[src/rtl/mux2_8_arb.sv]
// mux2_8_arb: packet-level round-robin arbiter in front of the shared
// 8-bit 2:1 datapath mux, with a single-entry registered output stage.

module mux2_8 #(
   parameter int WIDTH = 8
) (
   input  logic             sel,
   input  logic [WIDTH-1:0] a,
   input  logic [WIDTH-1:0] b,
   output logic [WIDTH-1:0] y
);

   assign y = sel ? b : a;

endmodule

module mux2_8_arb #(
   parameter int WIDTH = 8
) (
   input  logic             clk,
   input  logic             reset,
   input  logic             req0_valid,
   input  logic [WIDTH-1:0] req0_data,
   input  logic             req0_last,
   output logic             req0_ready,
   input  logic             req1_valid,
   input  logic [WIDTH-1:0] req1_data,
   input  logic             req1_last,
   output logic             req1_ready,
   output logic             out_valid,
   output logic [WIDTH-1:0] out_data,
   output logic             out_last,
   output logic             out_src,
   input  logic             out_ready
);

   typedef enum logic [1:0] {
      IDLE,
      GRANT0,
      GRANT1
   } state_t;

   state_t           state;
   state_t           state_nx;
   logic             prio;
   logic             sel;
   logic             acc;
   logic             acc_last;
   logic             slot_free;
   logic [WIDTH-1:0] mux_data;

   // Output slot can take a beat when empty or draining this cycle.
   assign slot_free = !out_valid || out_ready;

   mux2_8 #(
      .WIDTH (WIDTH)
   ) u_mux (
      .sel (sel),
      .a   (req0_data),
      .b   (req1_data),
      .y   (mux_data)
   );

   // Grant FSM next state, mux select and per-requester ready.
   always_comb begin
      state_nx   = state;
      sel        = 1'b0;
      acc        = 1'b0;
      acc_last   = 1'b0;
      req0_ready = 1'b0;
      req1_ready = 1'b0;
      unique case (state)
         IDLE: begin
            if (req0_valid && req1_valid)
               state_nx = prio ? GRANT0 : GRANT1;
            else if (req0_valid)
               state_nx = GRANT0;
            else if (req1_valid)
               state_nx = GRANT1;
         end
         GRANT0: begin
            sel        = 1'b0;
            req0_ready = slot_free;
            acc        = req0_valid && slot_free;
            acc_last   = req0_last;
            if (acc && req0_last)
               state_nx = IDLE;
         end
         GRANT1: begin
            sel        = 1'b1;
            req1_ready = slot_free;
            acc        = req1_valid && slot_free;
            acc_last   = req1_last;
            if (acc && req1_last)
               state_nx = IDLE;
         end
         default: state_nx = IDLE;
      endcase
   end

   // State, priority and output register update.
   always_ff @(posedge clk) begin
      if (reset) begin
         state     <= IDLE;
         prio      <= 1'b1;
         out_valid <= 1'b0;
         out_data  <= '0;
         out_last  <= 1'b0;
         out_src   <= 1'b0;
      end else begin
         state <= state_nx;
         if (acc) begin
            out_valid <= 1'b1;
            out_data  <= mux_data;
            out_last  <= acc_last;
            out_src   <= sel;
            if (acc_last)
               prio <= sel;
         end else if (out_ready) begin
            out_valid <= 1'b0;
         end
      end
   end

endmodule

[config.mk]
export PLATFORM = sky130hd
export DESIGN_NAME = mux2_8_arb
export DESIGN_NICKNAME = d
export VERILOG_FILES = /design/src/rtl/mux2_8_arb.sv
export SDC_FILE = /design/constraint.sdc
export NUM_CORES = 1
export LEC_CHECK = 0
export CAP_MARGIN = 15
export CORE_ASPECT_RATIO = 0.9
export CORE_MARGIN = 3
export CORE_UTILIZATION = 43
export CTS_CLUSTER_DIAMETER = 100
export DETAILED_ROUTE_END_ITERATION = 16
export PLACE_DENSITY = 0.92
export SLEW_MARGIN = 20
export SYNTH_ARGS = -nofsm -noshare
export SYNTH_HDL_FRONTEND = slang
export SYNTH_HIERARCHICAL = 1
export SYNTH_SLANG_ARGS = --single-unit
[constraint.sdc]
create_clock -name clk -period 2.8 [get_ports clk]
set_input_delay 0.56 -clock clk [delete_from_list [all_inputs] [get_ports clk]]
set_output_delay 0.56 -clock clk [all_outputs]
set_load 0.03 [all_outputs]
==> results by group <==
Run status
  • Outcome: completed

STA
  • Final Critical Period: ~2500 ps
  • Period utilization: 0.9066
  • Max transition margin: 0.5857
  • Final Skew: ~4.5 ps
  • Hold Fails Final Rpt: 0
  • Max Slew Vio Count: 0
  • Setup repair after global routing missed its margin: false
  • Setup TNS after final layout: 0 ps
  • Fmax: a little under 0.4 GHz
  • Final Setup Violations: 0
  • Worst-Margin Slew: 619.7 ps

Layout
  • Ant diodes: 0
  • Final net count: about 140
  • Register Area: 280.3 µm²
  • Fillers: 121
  • Multi-input gate area: between 400 and 500 µm²
  • Layout area overhead: 51.52%
  • Share of cells above drive strength 1: 0.1416
  • Final instance area: roughly 1200 µm²

Floorplan
  • I/O Pins: 36
  • Site Rows: 13
  • Die Wd: approximately 51 µm
  • Die height: between 40 and 50 µm
  • Overall die area: around 2400 µm²
  • Initial core utilization: 0.4956
  • Core Box Area: 1578 µm²

Clock tree
  • Reg clk slew, reported paths: about 80 ps
  • Root Buffer: clkbuf_4
  • Number of gates resized after CTS: 0
  • Clk buf depth: 2
  • CTS Hold Bufs: 0
  • Htree depth: 1
  • Num Clock Sinks: 14
  • TritonCTS Buffers: 3
  • Worst-Skew Late Latency: 280 ps
  • CTS tree: built
  • Post-CTS Setup Bufs: 0

Placed design
  • Final Wtd Congestion: between 0.7 and 0.8
  • IO Port Bufs: 35
  • Dpl hpwl: between 1000 and 1500 µm
  • Post-DP Area: around 1100 µm²

Critical path
  • Crit path arrival time: between 1500 and 2000 ps
  • R2r worst-path depth: 7
  • Setup CP Type: input pin to output port
  • Setup crit end: req1_ready
  • CP required: 2240 ps
  • Reg-to-reg slack, setup: between 700 and 800 ps
  • CP startpoint: out_ready
  • CP Max Fanout: 7
  • R2r endpoint: out_data[0]
  • Critical R2R Launch: state[0]
  • Worst setup SP type: input pin
  • CP endpoint kind: output port

Route
  • Vias: approximately 670
  • Antenna Violating Nets Remaining: 0
  • Drt via density: approximately 5
  • Routed wire length: about 1700 µm
  • Routed length per instance: about 12 µm
  • Detailed Route Iter0 Violations: 6
  • Drt pass-1 iters: 4
  • Residual DRC: 0

Global routing
  • Initial antenna violation count: 0
  • First-pass GRT wire length: roughly 2700 µm
  • GRT Util Overall: 0.1560
  • Grt ovf: 0
  • Largest net degree at the start of global routing: 17
  • Via count of the first global-routing pass: between 600 and 700

Logic synthesis
  • Cell area after synthesis: ~800 µm²
  • Synth cell count leaders: 14 x dfxtp_1, 11 x mux2i_1, 10 x nor2_1, 8 x mux2_4
  • Synth area leaders: dfxtp_1 36%, mux2_4 15%, mux2i_1 14%
  • Post-synth top flop: dfxtp_1
  • Synthesis warning total: 6
  • Seq cells post-synth: 14
  • Synth area leader: dfxtp_1
  • Syn_nets: 102
  • Cell count after synthesis: 75
  • Post-synth EDFFs: 0
  • Sequential area share after synthesis: 0.3584
  • Mean Syn Cell Area: about 10 µm²
  • Ys async rst share: 0
  • Cell variety after synth: 22
  • Post-synth top area share: 0.3584
  • Most common cell in the netlist: dfxtp_1

Pwr
  • Sequential power share: 0.383
  • Pwr dens: between 400 and 500 nW/µm²
  • Internal power: approximately 400 µW
  • Combinational Power Share: 0.368
  • Clock group share of total power: 0.249
  • Static Leakage: around 0.00053 µW
  • Sw Ratio: 0.2887
  • VDD IR max: ~410 µV
  • Net switching power: between 150 and 200 µW

Min path
  • Hold Path Stages: 2
  • Hold Crit Class: flop to flop

Flow run
  • Max-cap violation count: 0
through the flow:
stage | hold slack [ps] | std cells | total power [µW] | utilization | setup WS, ps
5_1_grt | 486.5 | 135 | 606.5 | 0.7510 | 226.4
6_report | 457.5 | 135 | 573.5 | 0.7510 | 261.6
3_5_place_dp | 450.1 | 131 | 435.6 | 0.7280 | 247.3
3_3_place_gp | 439.9 | 131 | 429.5 | 0.7280 | 304.0
2_1_floorplan | 429.9 | 75 | 364.4 | - | 1255
4_1_cts | 461.2 | 135 | 580.2 | 0.7510 | 246.5
logic make-up after synthesis:
family / after synthesis / synth area share
AOI/OAI and AO/OA: 7 / 0.06560
adders and majority gates: 4 / 0.06400
buffers and inverters: 7 / 0.05279
DFF: 14 / 0.3584
muxes: 19 / 0.2944
and+or+nand+nor: 24 / 0.1648
final cells by class:
cell class | instances | share of cell area
clock buffers | 4 | 0.03062
multi-input cells | 54 | 0.3886
repair buffers | 37 | 0.3083
flip-flops and latches | 14 | 0.2365
well taps | 22 | 0.02323
inverters | 4 | 0.01267
worst max-delay path, stage by stage:
cell and delay (ps):
clkdlybuf4s50_1 460, nand2b_4 150, and2_1 130, clkdlybuf4s50_1 670
cells in the final DEF, fill, tap and decap left out, drive strengths merged:
cell type,synthesis,layout
mux2,8,8
a22o,2,2
a221o,1,1
nand2b,3,3
o21ai,1,1
a211o,1,1
inv,4,4
mux2i,11,11
nand3,3,3
nor3b,1,1
clkbuf,1,4
nand2,2,2
nor2,10,10
nand3b,1,1
a21oi,2,2
ha,4,4
buf,2,2
nand4,1,1
or3b,1,1
dfxtp,14,14
clkdlybuf4s50,0,35
and2,2,2
metal layers:
layer	routed length [µm]	global-route usage	vias up
met1	667	0.1453	308
met2	862	0.2956	22
met5	0	0	-
met3	121	0.06472	2
met4	14	0.08065	0
li1	-	-	337
how the worst min path moves through the flow:
stage | startpoint | endpoint | slack, ps
6_report | out_last | out_last | 460
5_1_grt | prio | prio | 490
4_1_cts | out_last | out_last | 460
3_5_place_dp | out_last | out_last | 450
3_3_place_gp | prio | prio | 440
2_1_floorplan | prio | prio | 430
sequential cells by signal, indices dropped and copies added, names as in the netlist:
signal,cells
out_data,8
out_last,1
out_src,1
out_valid,1
prio,1
state,2
power groups by stage:
stage | clock network, µW | logic [µW] | registers [µW]
2_1_floorplan | 0 | 127 | 237
3_3_place_gp | 0 | 205 | 224
3_5_place_dp | 0 | 211 | 224
4_1_cts | 148 | 212 | 220
5_1_grt | 160 | 225 | 222
6_report | 143 | 211 | 220
Power figures use the tool's default switching activity.
